File: src/rtl/xbar_pkg.sv
// Shared definitions for the round-robin request/acknowledge crossbar.
// Latency: none (types, limits and elaboration-time helpers only).
// Backpressure: not applicable.
package xbar_pkg;

  // Per-slave FSM states. RESP is only reached when XBAR_RESP_REG_EN is defined.
  typedef enum logic [1:0] {
    IDLE = 2'd0,
    BUSY = 2'd1,
    RESP = 2'd2
  } xbar_state_e;

  // Supported size limits.
  localparam int XBAR_MAX_M = 8;
  localparam int XBAR_MAX_S = 8;

  // Width of an index that selects one of n ports; never narrower than 1 bit.
  function automatic int sel_w(input int n);
    return (n > 1) ? $clog2(n) : 1;
  endfunction

endpackage

File: src/rtl/rr_arbiter.sv
// Round-robin pick of one requester, searching upward from last_grant+1 (mod N).
// Latency: combinational; the caller registers the grant.
// Backpressure: no grant while enable is low, so the owner holds it off while busy.
//
// Ports:
//   req         N-bit request vector
//   last_grant  index granted most recently; the search starts just after it
//   enable      permits a grant this cycle
//   grant_valid at least one request seen while enabled
//   grant_idx   winning index (0 when grant_valid is low)
module rr_arbiter #(
  parameter int N = 2,
  localparam int IDX_W = (N > 1) ? $clog2(N) : 1
) (
  input  logic [N-1:0]     req,
  input  logic [IDX_W-1:0] last_grant,
  input  logic             enable,
  output logic             grant_valid,
  output logic [IDX_W-1:0] grant_idx
);

  always_comb begin
    int cand;
    grant_valid = 1'b0;
    grant_idx   = '0;
    cand        = 0;
    if (enable) begin
      // k = N wraps back to last_grant itself, so a lone requester that just
      // won is still granted again.
      for (int k = 1; k <= N; k++) begin
        cand = int'(last_grant) + k;
        if (cand >= N) begin
          cand = cand - N;
        end
        if (!grant_valid && req[cand]) begin
          grant_valid = 1'b1;
          grant_idx   = IDX_W'(cand);
        end
      end
    end
  end

endmodule

File: src/rtl/xbar_rr_matrix.sv
// NUM_M x NUM_S req/ack crossbar; each slave port owns a registered round-robin arbiter with grant lock.
// Latency: 1 arbitration cycle + slave ack latency (min 2 cycles req->ack; 3 with XBAR_RESP_REG_EN).
// Backpressure: a master holds req/we/addr/wdata until its ack pulse; losers simply stay pending.
//
// Ports (master i / slave j slices are [i*W +: W]):
//   clk, rst          rising-edge clock, synchronous active-high reset
//   m_req/m_we        per-master request and write enable
//   m_addr/m_wdata    packed master address and write data
//   m_ack/m_rdata     per-master ack pulse and read data (0 unless acked)
//   s_req/s_we        per-slave request and write enable
//   s_addr/s_wdata    packed slave address (full address) and write data
//   s_ack/s_rdata     per-slave ack and read data
// Optional macro XBAR_RESP_REG_EN: registers m_ack/m_rdata and adds a RESP state per slave.
module xbar_rr_matrix
  import xbar_pkg::*;
#(
  parameter int NUM_M  = 2,
  parameter int NUM_S  = 2,
  parameter int ADDR_W = 32,
  parameter int DATA_W = 32
) (
  input  logic                       clk,
  input  logic                       rst,
  input  logic [NUM_M-1:0]           m_req,
  input  logic [NUM_M-1:0]           m_we,
  input  logic [NUM_M*ADDR_W-1:0]    m_addr,
  input  logic [NUM_M*DATA_W-1:0]    m_wdata,
  output logic [NUM_M-1:0]           m_ack,
  output logic [NUM_M*DATA_W-1:0]    m_rdata,
  output logic [NUM_S-1:0]           s_req,
  output logic [NUM_S-1:0]           s_we,
  output logic [NUM_S*ADDR_W-1:0]    s_addr,
  output logic [NUM_S*DATA_W-1:0]    s_wdata,
  input  logic [NUM_S-1:0]           s_ack,
  input  logic [NUM_S*DATA_W-1:0]    s_rdata
);

  localparam int SEL_W = sel_w(NUM_S);
  localparam int IDX_W = sel_w(NUM_M);

  // Slave index each master is addressing (address MSBs).
  logic [SEL_W-1:0] m_sel [NUM_M];

  always_comb begin
    for (int m = 0; m < NUM_M; m++) begin
      m_sel[m] = m_addr[m*ADDR_W + ADDR_W - 1 -: SEL_W];
    end
  end

  // Per-slave ack vectors towards the masters, slave j at [j*NUM_M +: NUM_M].
  logic [NUM_S*NUM_M-1:0] slv_ack;

  for (genvar s = 0; s < NUM_S; s++) begin : g_slv
    xbar_state_e         state_q, state_d;
    logic [IDX_W-1:0]    grant_q, grant_d;
    logic [IDX_W-1:0]    last_q, last_d;
    logic [NUM_M-1:0]    cand;
    logic [NUM_M-1:0]    ack_vec;
    logic                arb_en;
    logic                arb_vld;
    logic [IDX_W-1:0]    arb_idx;
    logic                req_o;
    logic                we_o;
    logic [ADDR_W-1:0]   addr_o;
    logic [DATA_W-1:0]   wdata_o;

    always_comb begin
      for (int m = 0; m < NUM_M; m++) begin
        cand[m] = m_req[m] && (m_sel[m] == SEL_W'(s));
      end
    end

    // Arbitration only in IDLE: this locks the grant for the whole transfer
    // and leaves a one-cycle bubble after every release.
    assign arb_en = (state_q == IDLE);

    rr_arbiter #(.N(NUM_M)) u_arb (
      .req         (cand),
      .last_grant  (last_q),
      .enable      (arb_en),
      .grant_valid (arb_vld),
      .grant_idx   (arb_idx)
    );

    always_comb begin
      state_d = state_q;
      grant_d = grant_q;
      last_d  = last_q;
      req_o   = 1'b0;
      we_o    = 1'b0;
      addr_o  = '0;
      wdata_o = '0;
      ack_vec = '0;
      case (state_q)
        IDLE: begin
          if (arb_vld) begin
            grant_d = arb_idx;
            state_d = BUSY;
          end
        end
        BUSY: begin
          if (!m_req[grant_q]) begin
            // Master abandoned: drop the slave request now; rotation unchanged.
            state_d = IDLE;
          end else begin
            req_o   = 1'b1;
            we_o    = m_we[grant_q];
            addr_o  = m_addr[int'(grant_q)*ADDR_W +: ADDR_W];
            wdata_o = m_wdata[int'(grant_q)*DATA_W +: DATA_W];
            if (s_ack[s]) begin
              ack_vec[grant_q] = 1'b1;
              last_d           = grant_q;
`ifdef XBAR_RESP_REG_EN
              state_d = RESP;
`else
              state_d = IDLE;
`endif
            end
          end
        end
        RESP: begin
          // Registered ack is visible to the master this cycle; slave idle.
          state_d = IDLE;
        end
        default: begin
          state_d = IDLE;
        end
      endcase
    end

    always_ff @(posedge clk) begin
      if (rst) begin
        state_q <= IDLE;
        grant_q <= '0;
        last_q  <= IDX_W'(NUM_M - 1);
      end else begin
        state_q <= state_d;
        grant_q <= grant_d;
        last_q  <= last_d;
      end
    end

    assign s_req[s]                     = req_o;
    assign s_we[s]                      = we_o;
    assign s_addr[s*ADDR_W +: ADDR_W]   = addr_o;
    assign s_wdata[s*DATA_W +: DATA_W]  = wdata_o;
    assign slv_ack[s*NUM_M +: NUM_M]    = ack_vec;
  end

  // Merge slave responses per master. A master's address selects exactly one
  // slave, so at most one term is non-zero and OR-ing is safe.
  logic [NUM_M-1:0]        m_ack_d;
  logic [NUM_M*DATA_W-1:0] m_rdata_d;

  always_comb begin
    m_ack_d   = '0;
    m_rdata_d = '0;
    for (int m = 0; m < NUM_M; m++) begin
      for (int s = 0; s < NUM_S; s++) begin
        if (slv_ack[s*NUM_M + m]) begin
          m_ack_d[m]                    = 1'b1;
          m_rdata_d[m*DATA_W +: DATA_W] = m_rdata_d[m*DATA_W +: DATA_W]
                                        | s_rdata[s*DATA_W +: DATA_W];
        end
      end
    end
  end

`ifdef XBAR_RESP_REG_EN
  logic [NUM_M-1:0]        m_ack_q;
  logic [NUM_M*DATA_W-1:0] m_rdata_q;

  always_ff @(posedge clk) begin
    if (rst) begin
      m_ack_q   <= '0;
      m_rdata_q <= '0;
    end else begin
      m_ack_q   <= m_ack_d;
      m_rdata_q <= m_rdata_d;
    end
  end

  assign m_ack   = m_ack_q;
  assign m_rdata = m_rdata_q;
`else
  assign m_ack   = m_ack_d;
  assign m_rdata = m_rdata_d;
`endif

endmodule

File: config.mk
export PLATFORM = sky130hd
export DESIGN_NAME = xbar_rr_matrix
export DESIGN_NICKNAME = d
export VERILOG_FILES = /design/src/rtl/xbar_pkg.sv /design/src/rtl/rr_arbiter.sv /design/src/rtl/xbar_rr_matrix.sv
export SDC_FILE = /design/constraint.sdc
export NUM_CORES = 1
export LEC_CHECK = 0
export BUFFER_PORTS_ARGS = -buffer_cell sky130_fd_sc_hd__buf_2
export CAP_MARGIN = 40
export CORE_AREA = 2 2 157 159
export DETAILED_ROUTE_END_ITERATION = 10
export DIE_AREA = 0 0 159 161
export GPL_TIMING_DRIVEN = 0
export HOLD_SLACK_MARGIN = 0.05
export SKIP_CTS_REPAIR_TIMING = 1
export SLEW_MARGIN = 40
export SYNTH_ARGS = -nofsm -noshare
export SYNTH_HDL_FRONTEND = slang
export SYNTH_SLANG_ARGS = --single-unit
File: constraint.sdc
create_clock -name clk -period 1.6 [get_ports clk]
set_input_delay 0 -clock clk [delete_from_list [all_inputs] [get_ports clk]]
set_output_delay 0 -clock clk [all_outputs]
set_load 0.01 [all_outputs]
Word level (Yosys, flattened, before mapping)
Cells that the tools add are included.
{"block": "word_totals", "ff_bits": 8, "in_bits": 200, "word_cells": 140, "output_inout_bits": 198}
{"block": "op_classes", "order_cmp": 12, "add_sub_neg": 8, "bitwise": 4, "eq_ne": 6, "muxes": 82, "shift": 4, "n_reduce_logical": 18}
{"op": "$mux 32", "n": 20}
{"op": "$shiftx 64x7->32", "n": 4}
{"op": "$ge 32x3->1 const B", "n": 4}
{"op": "$lt 32x3->1 const B", "n": 4}
{"op": "$sub 32x3->32 const B", "n": 4}
{"op": "$or 32x32->32", "n": 2}
{"op": "$mux 1", "n": 46}
{"op": "$mux 2", "n": 12}
{"op": "$logic_and 1x1->1", "n": 8}
{"op": "$pmux 2 s2", "n": 2}
{"op": "$reduce_and 2->1", "n": 4}
{"op": "$add 1x2->3 const B", "n": 2}
{"op": "$ne 3x3->1 const B", "n": 2}
{"op": "$reduce_and 3->1", "n": 2}
{"op": "$add 1x1->2 const B", "n": 2}
{"op": "$eq 2x1->1 const B", "n": 2}
{"op": "$logic_not 2->1", "n": 2}
{"op": "$lt 1x2->1 const B", "n": 2}
{"op": "$ne 2x1->1 const B", "n": 2}
{"op": "$demux 1 s1", "n": 2}
{"op": "$ge 1x1->1 const B", "n": 2}
{"op": "$logic_not 1->1", "n": 2}
{"op": "$not 1->1", "n": 2}

Depth between registers and ports, before layout
Gate-level depths: netlist (run 1).
{"block": "logic_depth", "word_depth": 15, "mapped_depth": 7, "ltp_nobuf": 3}

Hierarchy
Synthesis (run 1) repeated with hierarchy kept, for this count alone.
{"block": "hier_totals", "cells_unflattened": 421, "area_unflattened_um2": 3031.7}
{"module": "xbar_rr_matrix", "cells_each": 415, "area_each_um2": 2991.6, "instances": 1, "seq_area_each_um2": 120.1}
{"module": "rr_arbiter", "cells_each": 3, "area_each_um2": 20.0, "instances": 2, "seq_area_each_um2": 0.0}

Worst setup path after synthesis (run 1)
Ideal clock, no wire load.
{"block": "synth_path", "kind": "register to output", "start": "reg g_slv[0].grant_q", "end": "out s_req[0]", "t_arrival_ns": 1.261, "setup_slack_ns": 0.339, "stages_incl_launch_ff": 8, "required_time_ns": 1.600, "n_path_buf": 4, "cell_sequence": "dfxtp_1 -> buf_2 -> mux2_4 -> nand2_1 -> buf_4 -> buf_4 -> inv_1 -> buf_4"}
{"block": "synth_between", "elab_chain_len": 4}
{"element": "start: declaration", "line": "xbar_rr_matrix.sv:55", "text": "logic [IDX_W-1:0] grant_q, grant_d;"}
{"element": "start signal: assignment", "line": "xbar_rr_matrix.sv:138", "text": "grant_q <= grant_d;"}
{"element": "$mux 1 (not written as such) (2 in series)", "line": "xbar_rr_matrix.sv:102", "text": "if (!m_req[grant_q]) begin"}
{"element": "$mux 1", "line": "xbar_rr_matrix.sv:102"}
{"element": "$mux 1", "line": "xbar_rr_matrix.sv:94", "text": "case (state_q)"}
{"element": "end: declaration", "line": "xbar_rr_matrix.sv:30", "text": "output logic [NUM_S-1:0] s_req,"}
Every way passes these cells. The select of a mux whose other input is x is not followed.

Worst setup path after layout (run 1)
{"block": "layout_path", "start": "reg g_slv[1].grant_q", "end": "out s_addr[37]"}
{"block": "layout_between", "elab_chain_len": 4, "elab_cells_between_ends": 5, "classes_between": "shift (1); mux (4)"}
{"element": "start: declaration", "line": "xbar_rr_matrix.sv:55"}
{"element": "start signal: assignment", "line": "xbar_rr_matrix.sv:138"}
{"element": "branches (longest 2 deep; another with $shiftx 64x7->32)"}
{"element": "$mux 32 (*)", "line": "xbar_rr_matrix.sv:102"}
{"element": "$mux 32 (*)", "line": "xbar_rr_matrix.sv:94"}
{"element": "end: declaration", "line": "xbar_rr_matrix.sv:32", "text": "output logic [NUM_S*ADDR_W-1:0] s_addr,"}
Every way passes the cells marked *. The select of a mux whose other input is x is not followed.

==> results of run 1 <==
==> state kept, by name (all words and copies together), names as in the netlist <==
signal         count
g_slv.grant_q      2
g_slv.last_q       2
g_slv.state_q      2
==> tightest hold or removal path, delay by kind of cell <==
family | cells | cell delay, ns
compound gates | 2 | 0.17
buf+inv | 1 | 0.15
==> kinds of logic (layout without fill, tap and decap cells) <==
group | Yosys count | in the layout
compound gates | 74 | 74
buf+inv | 53 | 460
flops | 6 | 6
mux | 131 | 131
other cells | 0 | 1
simple gates | 151 | 151
==> area by class of cell <==
type | count | share of cell area, %
Multi-Input combinational cell | 356 | 45.6
Antenna cell | 1 | 0.0424
Tap cell | 324 | 6.86
Inverter | 4 | 0.254
Timing Repair Buffer | 405 | 36.0
Buffer | 48 | 7.88
Sequential cell | 6 | 2.14
Clock buffer | 3 | 1.27
==> synth_stat cells, types with 3 or more instances <==
cell type  count
buf_4         12
a22o_1        64
buf_2         31
dfxtp_1        6
mux2i_1      130
buf_6          3
clkbuf_1       3
nand2_1        5
o21ai_0        3
inv_1          4
nor2_1       134
or2_2          3
==> worst min path at each step <==
stage	start	to	slack (ns)	cells after the start
after floorplan	rst	g_slv[1].state_q[0]	0.07	1
after global placement	s_ack[1]	g_slv[1].state_q[0]	0.22	2
after detailed placement	s_ack[1]	g_slv[1].state_q[0]	0.23	2
after CTS	s_ack[1]	g_slv[1].state_q[0]	-0.01	2
after global routing	m_req[1]	g_slv[0].grant_q	0.18	3
final	m_req[1]	g_slv[0].grant_q	0.14	3
==> cell usage in the layout (no fill, tap or decap), types with 2 or more instances in the layout <==
master / n
or2_2: 3
nand2_1: 4
mux2i_2: 5
dfxtp_1: 3
nor2_4: 5
dlygate4sd3_1: 2
clkbuf_16: 5
buf_6: 20
a32o_1: 2
nand2b_1: 2
dfxtp_2: 2
o21ai_0: 3
buf_2: 402
nor2_1: 113
and4_1: 2
a22o_1: 64
mux2i_1: 125
inv_1: 4
buf_8: 4
buf_12: 4
buf_4: 18
nor2_2: 17
==> stage by stage <==
step	TNS, ns	instances	hold slack [ns]	setup slack (ns)	total power [uW]
2_1_floorplan	0	415	0.0662	0.339	807
3_3_place_gp	-1.05	1136	0.224	-0.143	1390
3_5_place_dp	-1.40	1136	0.227	-0.146	1400
4_1_cts	-29.01	1139	-0.00977	-0.392	1820
5_1_grt	-2.95	1147	0.179	-0.0745	2080
6_report	-0.167	1147	0.136	-0.0192	1950
==> per-layer routing <==
| metal | track usage [%] | share of wire (%) | vias to the layer above |
|---|---|---|---|
| met2 | 22.4 | 53 | 245 |
| met1 | 13.4 | 38 | 2224 |
| met3 | 2.18 | 7.4 | 22 |
| li1 | - | - | 2313 |
| met4 | 1.94 | 1.2 | 6 |
| met5 | 0 | 0.25 | - |
==> power by group through the flow <==
stage          Sequential [uW]  Clock [uW]  Combinational, uW
2_1_floorplan              168           0                639
3_3_place_gp               169           0               1220
3_5_place_dp               170           0               1230
4_1_cts                    168         412               1240
5_1_grt                    174         423               1490
6_report                   172         408               1370
==> metrics, run 1 <==
Switch Pwr=793 uW; Synth Warn #=0; reg2reg end=g_slv[1].state_q[0]; Tmin final=1.62 ns; Sequential Power Share=between 8 and 9%; CTS tree=done; initial core utilization=~13%; die height=161 um; CTS buffer count=3; vias=4810; outcome=complete, but fails checks; Slowest-stage cell, CP=dfxtp_1; critical path depth=7; Detail Route Antenna Nets=0; adder-cell share of the synthesized area=0%; Core Util, Final=24.7%; Buffers & Inverters on Critical Path=4; crit path to=s_addr[37]; PortBufs=397; Initial DRC Count=168; num ports=398; largest fanout on the critical path=10; post-synthesis cell area=~0.0030 mm^2; compound-cell area share of the yosys netlist=21.4%; Fmax=0.618 GHz; crit path DAT=about 1.6 ns; Critical Path Source Type=flop; clk root buf=clkbuf_16; period utilization=101%; post-synth net total=615; DR pass1 iterations=4; detailed placer's ending HPWL=13.9 mm; initial antenna violation count=4; Pleak=0.00317 uW; first-pass GRT wire length=24.5 mm; Clock Path Buffers=2; htree depth=1; Max-Cap Viols=0; switching portion of total power=40.7%; VDD IR-drop max=about 410 uV; CP startpoint=g_slv[1].grant_q; power share of the combinational group=70.2%; Mapped Cells=415; Final WS setup=-0.0192 ns; WL per Instance=14.6 um; fill cell count=2695; final setup fails=18; Power Internal=1150 uW; Post-synth EDFFs=0; worst r2r src=g_slv[1].grant_q; count of final hold-check violations=0; Final Slew Violations=0; drt via density=4.19; failing checks=negative setup slack; Synth top area share=43.4%; Main synth FF type=dfxtp_1; power per standard cell area=330 mW/mm^2; Site Rows=57; Clock power frac=21.0%; clk_skew=0.00205 ns; CP endpoint kind=primary output; cell family with most CP delay=buffers and inverters; Register Area=126 um^2; share of cells above drive strength 1=59.9%; Placer Congestion=between 0.8 and 0.9; Area contributors post-synth=mux2i_1 (43%), a22o_1 (19%), nor2_1 (17%); layout net count=1024; largest family of logic cells by synthesized area=multiplexers; worst relative slew slack=78.0%; Netlist cell types=26; clk_lat worst skew=~0.23 ns; #FFs+latches synth=6; slowest stage delay, CP=slightly below 0.3 ns; RSZ-0062 raised after global routing=yes; Worst Max-Slew Pin Slew=0.329 ns; final WL=16.7 mm; total track usage=11.6%; Setup CP Type=flop to primary output; total congestion overflow=0; Avg Cell Area, Syn=7.23 um^2; multiplexer share of the synthesized area=43.9%; Syn-to-layout area delta=97.0%; sequential share of the synthesized area=under 10%; placed cell area=approximately 0.0054 mm^2; CP Cell Sequence=buf_6, nand2b_4, a21bo_4, buf_12, buf_12, nor2_4, buf_6; die area=0.0256 mm^2; vias in the first global route=4624; Hold WC Path Type=primary input to flop; Critical Path RT=1.60 ns; Post-Synth Simple-Gate Area=between 20% and 30%; Synth area leader=mux2i_1; Die Span X=159 um; Synth Area in XOR/XNOR=0%; clk sinks=6; largest net degree at the start of global routing=11; ys async rst share=0%; core area=0.0240 mm^2; final routed DRC violation total=0; cell area after layout=0.00591 mm^2; Worst-path clk slew=0.03 ns; Multi-input gate area=0.00269 mm^2; FF-to-FF setup slack=0.20 ns; worst r2r path cells=6
Power figures use the tool's default switching activity.
==> run 2: changes to the inputs <==
--- a/config.mk
+++ b/config.mk
@@ -5,11 +5,12 @@
 export SDC_FILE = /design/constraint.sdc
 export NUM_CORES = 1
 export LEC_CHECK = 0
+export ABC_AREA = 1
 export BUFFER_PORTS_ARGS = -buffer_cell sky130_fd_sc_hd__buf_2
 export CAP_MARGIN = 40
-export CORE_AREA = 2 2 157 159
+export CORE_AREA = 2 2 153 155
 export DETAILED_ROUTE_END_ITERATION = 10
-export DIE_AREA = 0 0 159 161
+export DIE_AREA = 0 0 155 157
 export GPL_TIMING_DRIVEN = 0
 export HOLD_SLACK_MARGIN = 0.05
 export SKIP_CTS_REPAIR_TIMING = 1
==> run 2 against run 1 <==
Net effect:
- the run now ends clean
- worst setup slack improved by 0.065 ns
- critical path depth unchanged
- design area increased by 1.8%
- wire length is 22% higher
- die area shrank 4.9%
- area after synthesis up 6.7%
- critical path type unchanged
==> metrics, run 2 <==
#FFs+latches synth=6 (unchanged); CTS buffer count=3 (unchanged); post-synthesis cell area=0.00320 mm^2 (+6.7%); Fmax=0.644 GHz (+4.2%); htree depth=1 (unchanged); largest net degree at the start of global routing=11 (unchanged); layout net count=1243 (+21%); core area=0.0225 mm^2 (-6.1%); clk sinks=6 (unchanged); first-pass GRT wire length=29.4 mm (+20%); Synth Warn #=0 (unchanged); Max-Cap Viols=0 (unchanged); hold path depth=4 (+1); Initial DRC Count=504 (+200%); Syn-to-layout area delta=87.8%; initial antenna violation count=2 (-2); Hold WS=0.0515 ns (-0.0842 ns); Synth area leader=nand2_1; count of final hold-check violations=0 (unchanged); CP endpoint kind=primary output; final setup fails=0 (-18); Switch Pwr=925 uW (+17%); reg2reg end=g_slv[1].state_q[0]; share of cells above drive strength 1=52.4% (-7.4 points); ys async rst share=0% (unchanged); hold endpoint=g_slv[1].state_q[0]; clk root buf=clkbuf_16; largest fanout on the critical path=10 (unchanged); biggest regs=g_slv.grant_q: 2 flops, g_slv.last_q: 2 flops, g_slv.state_q: 2 flops; worst relative slew slack=68.2% (-9.8 points); Final Slew Violations=0 (unchanged); worst r2r path cells=7 (+1); Main synth FF type=dfxtp_1; period utilization=97.1% (-4.1 points); Netlist cell types=16 (-38%); initial core utilization=14.2% (+1.7 points); Critical Path Source Type=flop; fill cell count=2607 (-3.3%); vias in the first global route=5474 (+18%); num ports=398 (unchanged); Clock Path Buffers=2 (unchanged); post-synth net total=837 (+36%); Hold WC Path Type=primary input to flop; commonest non-fill, non-tap cells in the layout=buf_2 (404), nand2_1 (277), a21oi_1 (72); RSZ-0062 raised after global routing=yes; commonest non-fill, non-tap cell in the layout=buf_2; clk_skew=0.000243 ns (-0.00181 ns); Mapped Cells=637 (+53%); WL per Instance=15.3 um (+5.3%); power per standard cell area=331 mW/mm^2 (+0.59%); worst r2r src=g_slv[1].grant_q; sequential share of the synthesized area=3.75% (-0.25 points); clk_lat worst skew=0.23 ns (about the same); Sequential Power Share=8.5% (-0.4 points); final setup TNS=0 ns (+0.167 ns); final routed DRC violation total=0 (unchanged); outcome=complete, no violations; Pleak=0.00363 uW (+14%); detailed placer's ending HPWL=16.7 mm (+20%); drt via density=4.45 (+6.2%); crit path DAT=1.55 ns (-0.07 ns); Critical Path RT=1.60 ns (about the same); Synth top cells by count=nand2_1 (279), inv_1 (75), a21oi_1 (74); die height=157 um (-2.5%); total track usage=15.2% (+3.6 points); Placer Congestion=0.853 (+0.77%); Power Internal=1070 uW (-7.4%); Worst-path clk slew=0.03 ns (about the same); power share of the combinational group=70.9% (+0.7 points); Detail Route Antenna Nets=0 (unchanged); total congestion overflow=0 (unchanged); switching portion of total power=46.4% (+5.7 points); DR pass1 iterations=5 (+1); Clock power frac=20.6% (-0.4 points); Worst Max-Slew Pin Slew=0.477 ns (+0.147 ns); Area contributors post-synth=nand2_1 (33%), a21oi_2 (16%), o22ai_1 (13%); hold path start=s_ack[1]; Site Rows=55 (-3.5%); most frequent cell after synthesis=nand2_1; Tmin final=1.55 ns (-0.0654 ns); die area=0.0243 mm^2 (-4.9%); VDD IR-drop max=248 uV (-40%); Avg Cell Area, Syn=5.02 um^2 (-30%); PortBufs=395 (-0.50%); CTS tree=done; Post-synth EDFFs=0 (unchanged); Synth top area share=32.7% (-11 points); final WL=20.4 mm (+22%); vias=5912 (+23%); FF-to-FF setup slack=0.41 ns (+0.21 ns); Setup CP Type=flop to primary output; Die Span X=155 um (-2.5%)
==> run 2: cell types whose count changed after synthesis, sizes merged, moves of 4 or more <==
cell,delta
mux2i,-130
o22ai,+64
nand2,+274
a21oi,+133
nor2,-130
buf,+9
a22o,-64
inv,+72
nand3,+7
clkbuf,+4
==> run 2: power groups by stage <==
stage | Sequential [uW] | Combinational [uW] | Clock [uW]
after CTS | 167 | 1310 | 414
after global placement | 169 | 1290 | 0
after detailed placement | 169 | 1300 | 0
final | 170 | 1410 | 411
after floorplan | 167 | 675 | 0
after global routing | 170 | 1560 | 421
==> run 2: area by class of cell <==
class / count / area (um^2) / share of cell area [%]
multi-input cells: 493 / 2570 / 42.7
repair buffers: 401 / 2050 / 34.1
plain buffers: 62 / 547 / 9.09
well taps: 285 / 357 / 5.93
inverters: 76 / 289 / 4.81
flip-flops and latches: 6 / 123 / 2.04
clock buffers: 3 / 75.1 / 1.25
diodes: 2 / 5.00 / 0.0832
==> run 2: worst max-delay path by stage <==
stage / start / to / slack (ns) / cells past startpoint
final: g_slv[0].grant_q / s_addr[4] / 0.05 / 7
after global routing: g_slv[0].grant_q / s_addr[4] / -0.01 / 6
after CTS: g_slv[1].grant_q / s_addr[32] / -0.32 / 7
after detailed placement: g_slv[1].grant_q / s_addr[32] / -0.06 / 7
after global placement: g_slv[1].grant_q / m_rdata[57] / -0.04 / 5
after floorplan: g_slv[0].grant_q / s_wdata[23] / 0.51 / 5
==> run 2: kinds of logic after synthesis <==
group           Yosys count  synth area share, %
simple gates            293                 35.1
compound gates          200                 40.8
buf+inv                 138                 20.4
flops                     6                 3.75
==> run 2: per-stage QoR <==
stage | utilization, % | total power (uW) | cell area, um^2 | cells | setup WS, ns
2_1_floorplan | - | 842 | 3200 | 637 | 0.509
3_3_place_gp | 24.6 | 1460 | 5530 | 1317 | -0.0407
3_5_place_dp | 24.6 | 1470 | 5530 | 1317 | -0.0625
4_1_cts | 24.9 | 1890 | 5610 | 1320 | -0.319
5_1_grt | 26.7 | 2150 | 6010 | 1328 | -0.0124
6_report | 26.7 | 1990 | 6010 | 1328 | 0.0461
==> run 2: worst max-delay path, cell delays in order, from the launching register on <==
cell and delay [ns]:
dfxtp_1 0.30, buf_6 0.13, o21ai_1 0.16, nand2_2 0.12, buf_12 0.17, buf_8 0.15
a21oi_4 0.14, buf_2 0.15
==> run 2: routing by layer <==
metal / vias up / share of wire (%) / GRT usage [%] / routed length (um)
li1: 2872 / - / - / -
met1: 2697 / 40 / 17.4 / 8160
met2: 314 / 50 / 28.6 / 10200
met3: 29 / 7.1 / 2.06 / 1440
met4: 0 / 2.6 / 5.47 / 539
met5: - / 0 / 0 / 0
==> run 3: changes to the inputs <==
--- a/config.mk
+++ b/config.mk
@@ -8,11 +8,12 @@
 export ABC_AREA = 1
 export BUFFER_PORTS_ARGS = -buffer_cell sky130_fd_sc_hd__buf_2
 export CAP_MARGIN = 40
-export CORE_AREA = 2 2 153 155
+export CORE_AREA = 2 2 155 157
 export DETAILED_ROUTE_END_ITERATION = 10
-export DIE_AREA = 0 0 155 157
+export DIE_AREA = 0 0 157 159
 export GPL_TIMING_DRIVEN = 0
 export HOLD_SLACK_MARGIN = 0.05
+export RECOVER_POWER = 100
 export SKIP_CTS_REPAIR_TIMING = 1
 export SLEW_MARGIN = 40
 export SYNTH_ARGS = -nofsm -noshare
==> run 3 against run 2 <==
Net effect:
- wire length increased by 2.8%
- count of clock-buffer cells in the layout unchanged
- fmax fell by 1.8%
- sequential cell count is the same
- power up 1.6%
- global-route usage is 0.29 points lower
- non-clock buffer count increased by 4
- die area is 2.6% higher
- worst setup slack lost 0.028 ns
- sequential share of layout area about the same
- first-iteration DRC count rose by 0.20%
==> metrics, run 3 (synthesis gave the netlist of run 2 again) <==
Critical Path Source Type=flop; CP Cell Sequence=buf_6, buf_12, buf_4, buf_2, nand2_1, a21oi_1, buf_2; Tmin final=1.58 ns (+0.0282 ns); VDD IR-drop max=233 uV (-6.0%); period utilization=98.9% (+1.8 points); Site Rows=56 (+1.8%); Fmax=0.632 GHz (-1.8%); core area=0.0232 mm^2 (+3.1%); clk_lat worst skew=0.23 ns (about the same); Clock Path Buffers=2 (unchanged); Pleak=0.00369 uW (+1.8%); Final Power=2020 uW (+1.6%); first-pass GRT wire length=29.6 mm (+0.73%); placed cell area=0.00558 mm^2 (+0.77%); clk sinks=6 (unchanged); initial core utilization=13.8% (-0.42 points); CTS buffer count=3 (unchanged); Worst Max-Slew Pin Slew=0.265 ns (-0.212 ns); RSZ-0062 raised after global routing=yes; count of final hold-check violations=0 (unchanged); CP startpoint=g_slv[0].grant_q; Antenna diodes=0 (-2); crit path DAT=1.58 ns (+0.03 ns); Detail Route Antenna Nets=0 (unchanged); Final Slew Violations=0 (unchanged); biggest regs=g_slv.grant_q: 2 flops, g_slv.last_q: 2 flops, g_slv.state_q: 2 flops; cell family with most CP delay=buffers and inverters; cell area after layout=0.00616 mm^2 (+2.4%); fill cell count=2632 (+0.96%); share of cells above drive strength 1=53.3% (+0.85 points); crit path to=s_wdata[19]; num ports=398 (unchanged); DR pass1 iterations=5 (unchanged); drt via density=4.38 (-1.7%); Slowest-stage cell, CP=dfxtp_2; largest net degree at the start of global routing=11 (unchanged); power per standard cell area=329 mW/mm^2 (-0.82%); largest fanout on the critical path=10 (unchanged); final routed DRC violation total=0 (unchanged); die area=0.0250 mm^2 (+2.6%); Hold WC Path Type=primary input to flop; htree depth=1 (unchanged); vias in the first global route=5384 (-1.6%); Worst-path clk slew=0.03 ns (about the same); reg2reg end=g_slv[0].state_q[0]; initial antenna violation count=0 (-2); clk_skew=0.000129 ns (-0.000113 ns); worst relative slew slack=82.4% (+14 points); total congestion overflow=0 (unchanged); WL per Instance=15.4 um (about the same); FF-to-FF setup slack=0.38 ns (-0.03 ns); clk root buf=clkbuf_16; CP endpoint kind=primary output; Setup CP Type=flop to primary output; worst r2r src=g_slv[0].grant_q; total track usage=14.9% (-0.29 points); Buffers & Inverters on Critical Path=5 (+1); die height=159 um (+1.3%); final setup TNS=0 ns (unchanged); PortBufs=395 (unchanged); CP most frequent cell=buf_2; Finished Layout Cells=1364 (+2.7%); Max-Cap Viols=0 (unchanged); final setup fails=0 (unchanged); Syn-to-layout area delta=92.4%; Critical Path RT=1.60 ns (about the same); critical path depth=7 (unchanged); outcome=complete, no violations; Die Span X=157 um (+1.3%); Placed Cells=1351 (+2.6%); vias=5970 (+0.98%); final WL=20.9 mm (+2.8%); commonest non-fill, non-tap cell in the layout=buf_2; detailed placer's ending HPWL=16.9 mm (+1.3%); Placer Congestion=0.890 (+4.3%); CTS tree=done; slowest stage delay, CP=0.31 ns (about the same); worst r2r path cells=6 (-1); layout net count=1247 (+0.32%); Initial DRC Count=505 (+0.20%); commonest non-fill, non-tap cells in the layout=buf_2 (404), nand2_1 (276), inv_1 (71)
-- run 3: area by class of cell --
class | count | area [um^2] | share of cell area [%]
Multi-Input combinational cell | 493 | 2580 | 41.9
Buffer | 61 | 538 | 8.74
Clock buffer | 3 | 75.1 | 1.22
Timing Repair Buffer | 406 | 2160 | 35.1
Sequential cell | 6 | 124 | 2.01
Tap cell | 319 | 399 | 6.48
Inverter | 76 | 285 | 4.63
-- run 3: how the worst min path moves through the flow --
| stage | slack [ns] | end | cells past startpoint | startpoint |
|---|---|---|---|---|
| 5_1_grt | 0.08 | g_slv[0].state_q[0] | 4 | s_ack[0] |
| 6_report | 0.05 | g_slv[0].state_q[0] | 4 | s_ack[0] |
| 3_5_place_dp | 0.22 | g_slv[1].grant_q | 2 | rst |
| 2_1_floorplan | 0.07 | g_slv[0].grant_q | 1 | rst |
| 3_3_place_gp | 0.22 | g_slv[1].grant_q | 2 | rst |
| 4_1_cts | -0.02 | g_slv[1].grant_q | 2 | rst |
-- run 3: metal layers --
metal	track usage (%)	routed length [um]	part of all wire, %
met1	18.1	8700	42
met2	28.6	10700	51
met3	1.31	1360	6.5
met4	1.96	191	0.91
met5	0	0	0
-- run 3: per-stage QoR --
step                utilization (%)  worst slack [ns]  hold WS, ns
finish                         26.5            0.0179       0.0475
global route                   26.5           -0.0376       0.0839
CTS                            24.4            -0.279      -0.0206
detailed placement             24.0           -0.0317        0.219
global placement               24.0           -0.0203        0.216
floorplan                         -             0.509       0.0691
-- run 3: worst reg2reg max path: stages, from the launching register on --
cell and delay (ns):
dfxtp_2 0.30, buf_6 0.13, o21ai_2 0.18, nand2_4 0.12, buf_12 0.17, buf_4 0.15
a21oi_1 0.11
-- run 3: power breakdown --
group | total (uW) | switching [uW] | internal (uW)
registers | 171 | 8.83 | 162
logic | 1450 | 839 | 611
clock network | 404 | 83.0 | 321
